$ cat config.mk
export PLATFORM = sky130hd
export DESIGN_NAME = cart_dump_seq_flat
export DESIGN_NICKNAME = d
export VERILOG_FILES = /design/src/rtl/cart_pkg.sv /design/src/rtl/cart_dump_seq_if.sv /design/src/rtl/cart_fifo.sv /design/src/rtl/cart_dump_seq.sv /design/src/flat_wrapper.sv
export SDC_FILE = /design/constraint.sdc
export NUM_CORES = 1
export LEC_CHECK = 0
export BUFFER_PORTS_ARGS = -buffer_cell sky130_fd_sc_hd__buf_2
export CORE_UTILIZATION = 55
export CTS_BUF_LIST = sky130_fd_sc_hd__clkbuf_8
export DETAILED_ROUTE_END_ITERATION = 8
export GPL_ROUTABILITY_DRIVEN = 0
export GPL_TIMING_DRIVEN = 1
export PLACE_DENSITY = 0.78
export SLEW_MARGIN = 20
export SYNTH_ARGS = -nofsm -noshare
export SYNTH_HDL_FRONTEND = slang
export SYNTH_SLANG_ARGS = --single-unit
export TNS_END_PERCENT = 10
$ cat constraint.sdc
create_clock -name clk -period 5.4 [get_ports clk]
set_input_delay 1.08 -clock clk [delete_from_list [all_inputs] [get_ports clk]]
set_output_delay 1.08 -clock clk [all_outputs]
set_load 0.005 [all_outputs]
$ cat src/rtl/cart_pkg.sv
// Shared types and constants for the cartridge dump sequencer.
// Holds state encodings, bank-select encodings and the checksum helper.
package cart_pkg;

   localparam int CART_ADDR_W = 14;

   typedef enum logic [2:0] {
      ST_IDLE   = 3'd0,
      ST_SETUP  = 3'd1,
      ST_SETTLE = 3'd2,
      ST_SAMPLE = 3'd3,
      ST_DONE   = 3'd4
   } state_e;

   typedef enum logic {
      BANK_S4 = 1'b0,
      BANK_S5 = 1'b1
   } bank_e;

   // Running checksum: byte zero-extended, sum wraps at 16 bits.
   function automatic logic [15:0] csum_add(input logic [15:0] sum, input logic [7:0] b);
      return sum + {8'h00, b};
   endfunction

endpackage

$ cat src/rtl/cart_dump_seq_if.sv
// Output stream of {addr, data} pairs from the dump sequencer to its consumer.
interface cart_dump_seq_if
   import cart_pkg::*;
#(
   parameter int ADDR_W = CART_ADDR_W
) ();
   logic [ADDR_W-1:0] out_addr;
   logic [7:0]        out_data;
   logic              out_valid;
   logic              out_ready;

   modport master (output out_addr, output out_data, output out_valid, input out_ready);
   modport slave  (input out_addr, input out_data, input out_valid, output out_ready);
endinterface

$ cat src/rtl/cart_fifo.sv
// First-word-fall-through FIFO with registered full/empty flags.
// Pushes while full and pops while empty are dropped.
module cart_fifo #(
   parameter int WIDTH = 22,
   parameter int DEPTH = 4
) (
   input  logic             clk,
   input  logic             rst,
   input  logic             push,
   input  logic             pop,
   input  logic [WIDTH-1:0] din,
   output logic [WIDTH-1:0] dout,
   output logic             full,
   output logic             empty
);
   localparam int               PTR_W    = (DEPTH > 1) ? $clog2(DEPTH) : 1;
   localparam logic [PTR_W-1:0] PTR_ONE  = PTR_W'(1);
   localparam logic [PTR_W:0]   CNT_ONE  = (PTR_W + 1)'(1);
   localparam logic [PTR_W:0]   CNT_FULL = (PTR_W + 1)'(DEPTH);

   logic [WIDTH-1:0] mem_r [DEPTH];
   logic [PTR_W-1:0] wr_ptr_r;
   logic [PTR_W-1:0] rd_ptr_r;
   logic [PTR_W:0]   count_r;
   logic [PTR_W:0]   count_nxt_s;
   logic             full_r;
   logic             empty_r;
   logic             do_push_s;
   logic             do_pop_s;

   assign do_push_s = push & ~full_r;
   assign do_pop_s  = pop & ~empty_r;
   assign dout      = mem_r[rd_ptr_r];
   assign full      = full_r;
   assign empty     = empty_r;

   // Occupancy after this cycle's push/pop.
   always_comb begin
      count_nxt_s = count_r;
      case ({do_push_s, do_pop_s})
         2'b10:   count_nxt_s = count_r + CNT_ONE;
         2'b01:   count_nxt_s = count_r - CNT_ONE;
         default: count_nxt_s = count_r;
      endcase
   end

   // Storage, pointers and flags; storage is cleared so the head reads zero after reset.
   always_ff @(posedge clk or posedge rst) begin
      if (rst) begin
         for (int i = 0; i < DEPTH; i++) begin
            mem_r[i] <= '0;
         end
         wr_ptr_r <= '0;
         rd_ptr_r <= '0;
         count_r  <= '0;
         full_r   <= 1'b0;
         empty_r  <= 1'b1;
      end else begin
         if (do_push_s) begin
            mem_r[wr_ptr_r] <= din;
            wr_ptr_r        <= wr_ptr_r + PTR_ONE;
         end
         if (do_pop_s) begin
            rd_ptr_r <= rd_ptr_r + PTR_ONE;
         end
         count_r <= count_nxt_s;
         full_r  <= (count_nxt_s == CNT_FULL);
         empty_r <= (count_nxt_s == '0);
      end
   end
endmodule

$ cat src/rtl/cart_dump_seq.sv
// Cartridge ROM dump sequencer: sweeps all addresses, waits a settle time,
// samples the synchronised data bus and streams {addr, data} through a FIFO.
module cart_dump_seq
   import cart_pkg::*;
#(
   parameter int ADDR_W     = CART_ADDR_W,
   parameter int SETTLE     = 8,
   parameter int FIFO_DEPTH = 4
) (
   input  logic                clk,
   input  logic                rst,
   input  logic                start,
   input  logic                bank_sel,
   output logic [ADDR_W-1:0]   cart_addr,
   output logic                cart_s4,
   output logic                cart_s5,
   input  logic [7:0]          cart_data,
   cart_dump_seq_if.master     out_if,
   output logic                busy,
   output logic                done,
   output logic [15:0]         checksum
);
   localparam int                CNT_W     = (SETTLE > 1) ? $clog2(SETTLE) : 1;
   localparam logic [CNT_W-1:0]  SETTLE_LD = CNT_W'(SETTLE - 1);
   localparam logic [CNT_W-1:0]  CNT_ONE   = CNT_W'(1);
   localparam logic [ADDR_W-1:0] ADDR_MAX  = '1;
   localparam logic [ADDR_W-1:0] ADDR_ONE  = ADDR_W'(1);

   state_e            state_r, state_nxt_s;
   bank_e             bank_r, bank_nxt_s;
   logic [ADDR_W-1:0] addr_r, addr_nxt_s;
   logic [CNT_W-1:0]  cnt_r, cnt_nxt_s;
   logic [15:0]       sum_r, sum_nxt_s;
   logic [7:0]        sync1_r, sync2_r;
   logic              busy_r, done_r, s4_r, s5_r;
   logic              busy_nxt_s;
   logic              push_s;
   logic              pop_s;
   logic              fifo_full_s;
   logic              fifo_empty_s;
   logic [ADDR_W+7:0] fifo_dout_s;

   assign cart_addr = addr_r;
   assign cart_s4   = s4_r;
   assign cart_s5   = s5_r;
   assign busy      = busy_r;
   assign done      = done_r;
   assign checksum  = sum_r;

   assign pop_s            = out_if.out_valid & out_if.out_ready;
   assign out_if.out_valid = ~fifo_empty_s;
   assign out_if.out_addr  = fifo_dout_s[ADDR_W+7:8];
   assign out_if.out_data  = fifo_dout_s[7:0];

   // Two-flop synchroniser for the asynchronous cartridge data bus.
   always_ff @(posedge clk or posedge rst) begin
      if (rst) begin
         sync1_r <= 8'h00;
         sync2_r <= 8'h00;
      end else begin
         sync1_r <= cart_data;
         sync2_r <= sync1_r;
      end
   end

   // Sweep FSM next state; full test uses the FIFO's registered flag.
   always_comb begin
      state_nxt_s = state_r;
      bank_nxt_s  = bank_r;
      addr_nxt_s  = addr_r;
      cnt_nxt_s   = cnt_r;
      sum_nxt_s   = sum_r;
      push_s      = 1'b0;
      case (state_r)
         ST_IDLE, ST_DONE: begin
            if (start) begin
               bank_nxt_s  = bank_e'(bank_sel);
               addr_nxt_s  = '0;
               sum_nxt_s   = 16'h0000;
               state_nxt_s = ST_SETUP;
            end else begin
               state_nxt_s = state_r;
            end
         end
         ST_SETUP: begin
            cnt_nxt_s   = SETTLE_LD;
            state_nxt_s = ST_SETTLE;
         end
         ST_SETTLE: begin
            if (cnt_r == '0) begin
               state_nxt_s = ST_SAMPLE;
            end else begin
               cnt_nxt_s = cnt_r - CNT_ONE;
            end
         end
         ST_SAMPLE: begin
            if (!fifo_full_s) begin
               push_s    = 1'b1;
               sum_nxt_s = csum_add(sum_r, sync2_r);
               if (addr_r == ADDR_MAX) begin
                  state_nxt_s = ST_DONE;
               end else begin
                  addr_nxt_s  = addr_r + ADDR_ONE;
                  state_nxt_s = ST_SETUP;
               end
            end else begin
               state_nxt_s = ST_SAMPLE;
            end
         end
         default: state_nxt_s = ST_IDLE;
      endcase
      busy_nxt_s = (state_nxt_s == ST_SETUP) || (state_nxt_s == ST_SETTLE) ||
                   (state_nxt_s == ST_SAMPLE);
   end

   // FSM/datapath registers; status and selects are registered from next-state values.
   always_ff @(posedge clk or posedge rst) begin
      if (rst) begin
         state_r <= ST_IDLE;
         bank_r  <= BANK_S4;
         addr_r  <= '0;
         cnt_r   <= '0;
         sum_r   <= 16'h0000;
         busy_r  <= 1'b0;
         done_r  <= 1'b0;
         s4_r    <= 1'b0;
         s5_r    <= 1'b0;
      end else begin
         state_r <= state_nxt_s;
         bank_r  <= bank_nxt_s;
         addr_r  <= addr_nxt_s;
         cnt_r   <= cnt_nxt_s;
         sum_r   <= sum_nxt_s;
         busy_r  <= busy_nxt_s;
         done_r  <= (state_nxt_s == ST_DONE);
         s4_r    <= busy_nxt_s & (bank_nxt_s == BANK_S4);
         s5_r    <= busy_nxt_s & (bank_nxt_s == BANK_S5);
      end
   end

   cart_fifo #(
      .WIDTH (ADDR_W + 8),
      .DEPTH (FIFO_DEPTH)
   ) u_fifo (
      .clk   (clk),
      .rst   (rst),
      .push  (push_s),
      .pop   (pop_s),
      .din   ({addr_r, sync2_r}),
      .dout  (fifo_dout_s),
      .full  (fifo_full_s),
      .empty (fifo_empty_s)
   );
endmodule

$ cat src/flat_wrapper.sv
// flat-port wrapper written by rule: the top's interface ports become plain ports
module cart_dump_seq_flat import cart_pkg::*;
#(
   parameter int ADDR_W     = CART_ADDR_W,
   parameter int SETTLE     = 8,
   parameter int FIFO_DEPTH = 4
)
  (clk, rst, start, bank_sel, cart_addr, cart_s4, cart_s5, cart_data, busy, done, checksum, out_if_out_addr, out_if_out_data, out_if_out_valid, out_if_out_ready);
  cart_dump_seq_if #(.ADDR_W(ADDR_W)) out_if_i ();
  input  logic clk;
  input  logic rst;
  input  logic start;
  input  logic bank_sel;
  output logic [ADDR_W-1:0] cart_addr;
  output logic cart_s4;
  output logic cart_s5;
  input  logic [7:0] cart_data;
  output logic busy;
  output logic done;
  output logic [15:0] checksum;
  output wire logic [$bits(out_if_i.out_addr)-1:0] out_if_out_addr;
  output wire logic [$bits(out_if_i.out_data)-1:0] out_if_out_data;
  output wire logic [$bits(out_if_i.out_valid)-1:0] out_if_out_valid;
  input wire logic [$bits(out_if_i.out_ready)-1:0] out_if_out_ready;
  assign out_if_out_addr = out_if_i.out_addr;
  assign out_if_out_data = out_if_i.out_data;
  assign out_if_out_valid = out_if_i.out_valid;
  assign out_if_i.out_ready = out_if_out_ready;
  cart_dump_seq #(.ADDR_W(ADDR_W), .SETTLE(SETTLE), .FIFO_DEPTH(FIFO_DEPTH)) u_core (.clk(clk), .rst(rst), .start(start), .bank_sel(bank_sel), .cart_addr(cart_addr), .cart_s4(cart_s4), .cart_s5(cart_s5), .cart_data(cart_data), .out_if(out_if_i), .busy(busy), .done(done), .checksum(checksum));
endmodule
==> results.cfg <==
[outcome]
run_status = completed

[synthesis]
synth-seq-area-share = 0.5528
muxShareOfSynthArea = 0.2220
yosysWarningCount = 0
synth_top_area_share = 0.5491
synth-seq-cells = 154
async_reset_ff_frac = 1.000
ys.flop_type = dfrtp_1
synth_cell_types = 57
synth_edf_count = 0
synth_nets = 544
synth_top_family_by_area = multiplexers
synthAdderAreaFrac = 0.03445
synth_area_um2 = 6973
syn_area_per_cell_um2 = 13.59
synth_top_area_cell = dfrtp_1
post_synth_inst_count = 513
synthTopCellsByArea = dfrtp_1 55%, mux2_2 14%, mux4_2 7.1%
synth_xor_area_frac = 0.02763
synth_simple_gate_area_frac = 0.08254
synth_compound_area_frac = 0.05329

[floorplan]
die_area_um2 = 13130
die_h_um = 114.6
start_util = 0.5734
rows = 40
die_w_um = 114.6
core_area_um2 = 12160
ios = 70

[final_layout]
final_design_area_no_fill_um2 = 7810
diodes = 0
fin_util = 0.6422
layout-drive-gt1-share = 0.3898
nets = 608
fin_cells = 758
area.growth.synth_to_final_pct = 12.00

[sta]
finalHoldViolCount = 0
finalCriticalPeriod_ns = 3.508
timing.hold.ws_ns = 0.3496
clock.fmax_mhz = 285.0
fin_ws_ns = 1.892
slew_headroom = 0.2520
tightest_slew_ns = 1.119
finClkSkew_ns = 0.01032
finalSetupViolations = 0
setup_tns_ns = 0
finalMaxSlewViolations = 0
timing.final.crit_share = 0.6497
grt_setup_unrepaired = false

[place]
dp_cells = 726
place_area_um2 = 7418
port_buffers = 69
dp_hpwl_um = 9209
pre_cts_ws_ns = 2.287

[drt]
drt_wl_total_um = 13860
dr.pass1.iters = 4
viasPerCell = 5.714
antenna_left = 0
drc = 0
vias = 4331
wl_per_cell_um = 18.29
drtIter0Drc = 264

[global_routing]
antenna_found_initial = 0
grt_usage = 0.2329
first_global_vias = 4496
grt_pass1_wl_um = 22840
overflow = 0
grt_max_degree = 117

[cts]
clock_sinks = 154
cts_buffers = 17
cts_resized = 0
clk_pin_slew_worst_paths_ns = 0.08
clockBufferDepth = 2
hold_buffers = 0
htreeDepth = 4
cts_tree = built
cts_root_buffer = clkbuf_8
post_cts_buffers = 0
clock_latency_ns = 0.45

[flow_run]
drv_cap = 0

[worst_setup_path]
crit_fanout = 19
arrival_ns = 2.43
critical_path_required_ns = 4.32
start_kind = register
critPathKind = register to output pin
cp-end-kind = output pin

[power_and_ir_drop]
leakagePower_nw = 3.839
powerDensity_nw_per_um2 = 488.2
p_total_mw = 3.813
irDropWorstVdd_mv = 0.3402

[worst_hold_path]
hp-class = register to register
-- critical path, stage by stage, from the launching register on --
cell and delay (ns):
dfrtp_1 0.99, buf_4 0.33, mux4_2 0.51, buf_2 0.14
-- layer usage --
metal / GRT usage / up-vias / part of all wire
li1: - / 1980 / -
met1: 0.3063 / 2224 / 0.44
met2: 0.3766 / 102 / 0.49
met3: 0.04976 / 25 / 0.041
met4: 0.1004 / 0 / 0.024
met5: 0 / - / 0
-- path summary, 6_finish.rpt --
path                                                       start                             endpoint  slack (ns)  cells after the start
min reg2reg                          u_core.sync1_r[2]$_DFF_PP0_          u_core.sync2_r[2]$_DFF_PP0_        0.35                      0
max in group asynchronous                                    rst        u_core.u_fifo.empty$_DFF_PP1_        3.67                      3
min in group asynchronous                                    rst  u_core.u_fifo.mem_r[44]$_DFFE_PP0P_        0.75                      2
max                        u_core.u_fifo.rd_ptr_r[1]$_DFFE_PP0P_                  out_if_out_addr[10]        1.89                      3
max reg2reg                          u_core.state_r[0]$_DFF_PP0_         u_core.u_fifo.full$_DFF_PP0_        2.54                      8
min                                  u_core.sync1_r[2]$_DFF_PP0_          u_core.sync2_r[2]$_DFF_PP0_        0.35                      0
-- layout make-up --
cell class	instances	area [um^2]
fillers	952	4352
flip-flops and latches	154	3855
multi-input cells	319	2935
repair buffers	73	375.4
clock buffers	26	357.8
well taps	168	210.2
inverters	12	52.55
clock inverters	6	23.77
-- flip-flops by register name, summed over array words and instances, names as in the netlist, 2 cells and up --
register	flops
u_core.u_fifo.mem_r	88
u_core.checksum	16
u_core.cart_addr	14
u_core.sync1_r	8
u_core.sync2_r	8
u_core.cnt_r	3
u_core.state_r	3
u_core.u_fifo.count_r	3
u_core.u_fifo.rd_ptr_r	2
u_core.u_fifo.wr_ptr_r	2
-- cells in the mapped netlist, types with 3 or more instances --
library cell,count
dfrtp_1,153
xor2_1,7
nor2b_1,6
inv_1,12
buf_2,19
nand3_1,5
xnor2_1,15
nand4_1,6
nand2_1,34
a21oi_1,9
a31oi_1,4
a21o_1,3
mux2i_1,5
mux4_2,22
nor2_1,23
or2_2,4
clkbuf_1,5
a211oi_1,3
nor4_1,3
o21ai_0,17
mux2_2,89
nor3_1,8
ha_1,16
and2_1,3
-- layout by cell type, fill, tap and decap left out, types with 4 or more instances in the layout --
| cell type | instances |
|---|---|
| clkbuf_8 | 26 |
| buf_4 | 4 |
| xnor2_1 | 15 |
| dfrtp_1 | 153 |
| nand4_1 | 6 |
| nor2b_1 | 6 |
| xor2_1 | 7 |
| o21ai_0 | 17 |
| ha_1 | 16 |
| nor2_1 | 23 |
| a21oi_1 | 9 |
| mux2_2 | 89 |
| inv_1 | 16 |
| nand3_1 | 5 |
| buf_2 | 69 |
| a31oi_1 | 4 |
| nand2_1 | 31 |
| or2_2 | 4 |
| nor3_1 | 8 |
| mux4_2 | 22 |
| mux2i_1 | 5 |
-- where the power goes --
part,total (mW),switching [mW],internal [mW]
clock,0.813,0.392,0.421
sequential,1.73,0.269,1.46
combinational,1.27,0.597,0.671
-- kinds of logic (layout without fill, tap and decap cells) --
group,after synthesis,after routing
mux,116,116
simple gates,109,109
buf+inv,40,117
flops,154,154
compound gates,54,54
fa+ha+maj,18,18
xor+xnor,22,22
Note: power is estimated with default switching activity, not from simulation.
